## src/rtl/mem_arb_pkg.sv

```systemverilog
// Shared types and constants for the BRAM port arbiter.
package mem_arb_pkg;

  typedef enum logic [1:0] {IDLE, OWN, SWITCH} arb_state_t;

  localparam int unsigned REQ_IF  = 0;
  localparam int unsigned REQ_LD  = 1;
  localparam int unsigned REQ_ST  = 2;
  localparam int unsigned OWNER_W = 2;

  typedef struct packed {
    logic               valid;
    logic [OWNER_W-1:0] owner;
  } rd_tag_t;

  function automatic logic [15:0] sat_inc16(input logic [15:0] v);
    return (v == '1) ? v : v + 16'd1;
  endfunction

endpackage

```

## src/rtl/mem_port_arbiter_rr_pick.sv

```systemverilog
// Combinational round-robin selector: first request after ptr_i, wrapping.
module rr_pick #(
  parameter int unsigned N = 3
) (
  input  logic [N-1:0]         req_i,
  input  logic [$clog2(N)-1:0] ptr_i,
  output logic [N-1:0]         gnt_o
);

  localparam int unsigned PTR_W = $clog2(N);

  logic [PTR_W-1:0] idx;

  // Walk from the farthest offset down so the nearest requester after ptr_i wins.
  always_comb begin
    gnt_o = '0;
    idx   = '0;
    for (int unsigned k = N; k > 0; k--) begin
      idx = PTR_W'((32'(ptr_i) + k) % N);
      if (req_i[idx]) begin
        gnt_o      = '0;
        gnt_o[idx] = 1'b1;
      end
    end
  end

endmodule

```

## src/rtl/mem_port_arbiter.sv

```systemverilog
// Round-robin single-port BRAM arbiter with burst lock, burst cap and read tagging.
// Define ARB_STATS_EN to add per-requester beat and wait counters.
module mem_port_arbiter #(
  parameter int unsigned N_REQ     = 3,
  parameter int unsigned ADDR_W    = 17,
  parameter int unsigned DATA_W    = 32,
  parameter int unsigned RD_LAT    = 2,
  parameter int unsigned MAX_BURST = 16
) (
  input  logic                     CLK,
  input  logic                     RSTN,
  input  logic [N_REQ-1:0]         REQ,
  input  logic [N_REQ-1:0]         REQ_WE,
  input  logic [N_REQ*ADDR_W-1:0]  REQ_ADDR,
  input  logic [N_REQ*DATA_W-1:0]  REQ_WDATA,
  output logic [N_REQ-1:0]         GNT,
  output logic [N_REQ-1:0]         RVALID,
  output logic [DATA_W-1:0]        RDATA,
  output logic                     MEM_EN,
  output logic                     MEM_WE,
  output logic [ADDR_W-1:0]        MEM_ADDR,
  output logic [DATA_W-1:0]        MEM_WDATA,
  input  logic [DATA_W-1:0]        MEM_RDATA,
  output logic                     BUSY
`ifdef ARB_STATS_EN
  ,
  output logic [N_REQ*16-1:0]      STAT_GRANTS,
  output logic [N_REQ*16-1:0]      STAT_WAIT
`endif
);

  import mem_arb_pkg::*;

  localparam int unsigned PTR_W = $clog2(N_REQ);
  localparam int unsigned CNT_W = $clog2(MAX_BURST + 1);

  arb_state_t       state_q;
  logic [N_REQ-1:0] gnt_q;
  logic [PTR_W-1:0] ptr_q;
  logic [CNT_W-1:0] cnt_q;
  rd_tag_t          tag_q [RD_LAT];

  logic [N_REQ-1:0]  pick;
  logic [PTR_W-1:0]  own_idx;
  logic              req_own, others, beat, tag_busy;
  logic [ADDR_W-1:0] addr_a  [N_REQ];
  logic [DATA_W-1:0] wdata_a [N_REQ];
  rd_tag_t           tag_out;

  rr_pick #(.N(N_REQ)) u_pick (
    .req_i (REQ),
    .ptr_i (ptr_q),
    .gnt_o (pick)
  );

  always_comb begin
    own_idx = '0;
    for (int unsigned i = 0; i < N_REQ; i++) begin
      addr_a[i]  = REQ_ADDR[i*ADDR_W +: ADDR_W];
      wdata_a[i] = REQ_WDATA[i*DATA_W +: DATA_W];
      if (gnt_q[i]) own_idx = PTR_W'(i);
    end
  end

  assign req_own = |(gnt_q & REQ);
  assign others  = |(REQ & ~gnt_q);
  // A beat landing in a reset cycle must not reach the macro.
  assign beat    = req_own & ~RSTN;

  assign GNT       = gnt_q;
  assign MEM_EN    = beat;
  assign MEM_WE    = beat & REQ_WE[own_idx];
  assign MEM_ADDR  = (|gnt_q) ? addr_a[own_idx]  : '0;
  assign MEM_WDATA = (|gnt_q) ? wdata_a[own_idx] : '0;
  assign RDATA     = MEM_RDATA;

  always_ff @(posedge CLK) begin
    if (RSTN) begin
      state_q <= IDLE;
      gnt_q   <= '0;
      ptr_q   <= PTR_W'(N_REQ - 1);
      cnt_q   <= '0;
    end else begin
      unique case (state_q)
        IDLE, SWITCH: begin
          cnt_q <= '0;
          if (|REQ) begin
            gnt_q   <= pick;
            state_q <= OWN;
          end else begin
            state_q <= IDLE;
          end
        end
        OWN: begin
          // Release has priority over the burst cap when both happen together.
          if (!req_own) begin
            gnt_q   <= '0;
            ptr_q   <= own_idx;
            cnt_q   <= '0;
            state_q <= IDLE;
          end else if (cnt_q == CNT_W'(MAX_BURST - 1)) begin
            cnt_q <= '0;
            if (others) begin
              gnt_q   <= '0;
              ptr_q   <= own_idx;
              state_q <= SWITCH;
            end
          end else begin
            cnt_q <= cnt_q + CNT_W'(1);
          end
        end
        default: begin
          gnt_q   <= '0;
          state_q <= IDLE;
        end
      endcase
    end
  end

  always_ff @(posedge CLK) begin
    if (RSTN) begin
      for (int unsigned i = 0; i < RD_LAT; i++) tag_q[i] <= '0;
    end else begin
      tag_q[0] <= '{valid: beat & ~MEM_WE, owner: OWNER_W'(own_idx)};
      for (int unsigned i = 1; i < RD_LAT; i++) tag_q[i] <= tag_q[i-1];
    end
  end

  assign tag_out = tag_q[RD_LAT-1];

  always_comb begin
    RVALID   = '0;
    tag_busy = 1'b0;
    for (int unsigned i = 0; i < N_REQ; i++)
      RVALID[i] = tag_out.valid & (tag_out.owner == OWNER_W'(i)) & ~RSTN;
    for (int unsigned i = 0; i < RD_LAT; i++)
      tag_busy = tag_busy | tag_q[i].valid;
  end

  assign BUSY = (|gnt_q) | tag_busy;

`ifdef ARB_STATS_EN
  logic [15:0] grants_q [N_REQ];
  logic [15:0] wait_q   [N_REQ];

  always_ff @(posedge CLK) begin
    if (RSTN) begin
      for (int unsigned i = 0; i < N_REQ; i++) begin
        grants_q[i] <= '0;
        wait_q[i]   <= '0;
      end
    end else begin
      for (int unsigned i = 0; i < N_REQ; i++) begin
        if (gnt_q[i] & REQ[i]) grants_q[i] <= sat_inc16(grants_q[i]);
        if (REQ[i] & ~gnt_q[i]) wait_q[i] <= sat_inc16(wait_q[i]);
      end
    end
  end

  always_comb begin
    STAT_GRANTS = '0;
    STAT_WAIT   = '0;
    for (int unsigned i = 0; i < N_REQ; i++) begin
      STAT_GRANTS[i*16 +: 16] = grants_q[i];
      STAT_WAIT[i*16 +: 16]   = wait_q[i];
    end
  end
`endif

endmodule

```

## config.mk

```make
export PLATFORM = sky130hd
export DESIGN_NAME = mem_port_arbiter
export DESIGN_NICKNAME = d
export VERILOG_FILES = /design/src/rtl/mem_arb_pkg.sv /design/src/rtl/mem_port_arbiter_rr_pick.sv /design/src/rtl/mem_port_arbiter.sv
export SDC_FILE = /design/constraint.sdc
export NUM_CORES = 1
export LEC_CHECK = 0
export ABC_CLOCK_PERIOD_IN_PS = 4800
export CORE_AREA = 4 4 104 106
export CTS_BUF_LIST = sky130_fd_sc_hd__clkbuf_8
export CTS_CLUSTER_DIAMETER = 150
export DETAILED_ROUTE_END_ITERATION = 12
export DIE_AREA = 0 0 108 110
export PLACE_DENSITY = 0.69
export SETUP_SLACK_MARGIN = 0.4
export SLEW_MARGIN = 25
export SYNTH_ARGS = -nofsm -noshare
export SYNTH_HDL_FRONTEND = slang
export SYNTH_SLANG_ARGS = --single-unit
```

## constraint.sdc

```tcl
create_clock -name CLK -period 4.8 [get_ports CLK]
set_input_delay 0.96 -clock CLK [delete_from_list [all_inputs] [get_ports CLK]]
set_output_delay 0.96 -clock CLK [all_outputs]
set_load 0.01 [all_outputs]
```

==> impl_results.md <==
* Status: finished, final reports clean
* Vias in the first global route at 2,793
* #FFs+latches synth at 18
* XOR/XNOR Fraction of Synth Area at 0.394%
* Gr usage total at 14.3%
* Starting DRT DRC Count at 190
* Ys flop type: dfxtp_1
* Hold path depth at 1
* CP Max Fanout at 9
* # hold bufs at CTS at 0
* Unrepaired setup endpoints after global routing: no
* I/O pins at 277
* Adder-Cell Fraction of Synth Area at 2.82%
* Slew @ Worst Pin at 0.955 ns
* Count leader, synth: nand2_1
* FF-to-FF path depth at 5
* GPL Wtd Cong at 0.886
* Netlist cell types at 43
* Final HPWL DP at 8040 um
* Antenna violations before repair at 0
* Req. time, crit path at 3.84 ns
* Setup violations, final at 0
* RR Endpoint: ptr_q[0]$_SDFFE_PP0P_
* Commonest cells in the netlist: nand2_1, o21ai_0, a22oi_1
* Post-synthesis compound-gate area fraction at 37.9%
* Top post-synthesis cells by area: a22oi_1, dfxtp_1, o21ai_0, buf_4, nand2_1
* Worst Path Arrival at 3.00 ns
* Synth Area in Simple Gates at 19.8%
* Final Hold Fails at 0
* Max Cap Violations at 0
* Post-CTS setup repair buffer count at 0
* Vias post-DR at 3,015
* Post-synthesis mux area share at 3.83%
* Max Freq at 252 MHz
* Avg Inst Size Synth at 6.65 um2
* Max-slew headroom at 36.2%
* Root buf cell: clkbuf_8
* Worst R2R Start: GNT[1]$_SDFFE_PP0P_
* Num CTS Buffers at 3
* WL final at 9930 um
* Largest family of logic cells by synthesized area: compound AO/OA/AOI/OAI gates
* Post-CTS Resized at 0
* Syn Nets at 526
* Period utilization at 82.5%
* Starting density of the core at 22.7%
* Row cnt at 36
* Hold Path End: tag_q[0][4]$_SDFF_PP0_
* Worst Skew at 0.00677 ns
* Hold path startpoint: tag_q[0][1]$_SDFF_PP0_
* Syn Std Cell Area at 2220 um2
* Crit path launch type: input port
* DRC errors left at 0
* First-pass GRT wire length at 13,700 um
* H-tree Lvls at 1
* Worst min path class: reg -> reg
* DR WL/cell at 15.9 um
* Finished Cell Area at 4230 um2
* Internal reg-to-reg setup slack at 2.54 ns
* Pwr per Cell Area at 198 nW/um2
* Synth area leader: a22oi_1
* Synth top area share at 16.6%
* CORE AREA at 9770 um2
* Fillers at 1,003
* Die Area at 11,900 um2
* Clk sinks at 18
* Die Y at 110 um
* Cells after Synth at 334
* # port buffers at 212
* Setup tns final at 0 ns
* Share of layout cells above drive strength 1 at 3.05%
* Post-route ant nets at 0
* Critical path class: in -> out
* Clock Tree Buf Depth at 2
* Final-report max-slew violation count at 0
* P_leak at 1.47 nW
* Number of synthesized flops with an enable pin at 0
* Inserted Diodes at 0
* VDD IR-drop max at 0.000103 V
* Clock transition at path regs at 0.06 ns
* First-pass iteration count of the detailed router at 4
* Crit path capture type: primary output
* Yosys warning total at 0
* Largest net degree at the start of global routing at 55
* Dpl cell area at 4180 um2
* Die W at 108 um
* Layout area overhead at 90.1%
* Fin crit period at 3.96 ns
* Fin nets at 685
* Sequential-to-total area share from yosys stat at 16.2%
* CTS tree: built
* Grt total ovfl at 0
* Synth async-reset ratio at 0%
* Clk_lat worst skew at 0.25 ns
* Via-to-Cell Ratio at 4.83
metrics by stage:
step / instances / util (%) / setup slack [ns] / hold WS (ns) / total power, mW
after global placement: 621 / 42.8 / 0.908 / 0.434 / 0.732
final: 624 / 43.2 / 0.838 / 0.447 / 0.836
after floorplan: 334 / - / 1.97 / 0.414 / 0.433
after global routing: 624 / 43.2 / 0.711 / 0.472 / 0.894
after CTS: 624 / 43.2 / 0.852 / 0.453 / 0.844
after detailed placement: 621 / 42.8 / 0.853 / 0.428 / 0.739
report_power, final:
group | internal, mW | switching [mW]
registers | 0.159 | 0.0175
clock network | 0.0557 | 0.0475
logic | 0.323 | 0.233
per-layer routing:
metal	track usage [%]	vias to the layer above	share of wire, %
met3	4.19	20	11
met2	27.2	159	53
li1	-	1489	-
met4	3.43	0	1.4
met5	0	-	0
met1	15.5	1347	35
logic make-up after synthesis:
logic type / after synthesis
AO/OA/AOI/OAI: 130
buffers and inverters: 75
AND/OR/NAND/NOR: 97
adder cells (fa/ha/maj): 5
multiplexers: 8
XOR/XNOR: 1
flip-flops: 18
cell type report:
| type | instances | area [um2] | area share (%) |
|---|---|---|---|
| Timing Repair Buffer | 218 | 2170 | 51.3 |
| Tap cell | 133 | 166 | 3.94 |
| Inverter | 11 | 41.3 | 0.977 |
| Clock buffer | 3 | 41.3 | 0.977 |
| Sequential cell | 18 | 363 | 8.59 |
| Multi-Input combinational cell | 241 | 1450 | 34.2 |
layout by cell type (no fill, tap or decap), types with 3 or more instances in the layout:
master,instances
clkdlybuf4s50_1,212
nand2_1,55
o21ai_0,53
a22oi_1,49
dfxtp_1,16
nor2_1,14
inv_1,10
mux2i_1,7
a21oi_1,7
nor2b_1,6
buf_4,6
nand2b_1,5
ha_1,5
nor3_1,4
o32ai_1,4
clkbuf_8,3
worst max path at each step:
| stage | depth (start not counted) | from | slack, ns | to |
|---|---|---|---|---|
| floorplan | 5 | REQ[1] | 1.97 | MEM_EN |
| global placement | 6 | REQ[1] | 0.91 | MEM_EN |
| detailed placement | 6 | REQ[1] | 0.85 | MEM_WE |
| CTS | 6 | REQ[1] | 0.85 | MEM_WE |
| global route | 6 | REQ[1] | 0.71 | MEM_WE |
| finish | 6 | REQ[1] | 0.84 | MEM_WE |
state kept, by name, summed over array words and instances, names as in the netlist:
register  flops
ptr_q         2
state_q       2
cnt_q         5
tag_q         6
GNT           3
critical path: stages:
cell	delay (ns)
clkdlybuf4s50_1	0.57
a222oi_1	0.74
inv_2	0.07
nand2_1	0.12
nor2_1	0.06
clkdlybuf4s50_1	0.48
No activity file was read; power rests on OpenSTA's default activity.
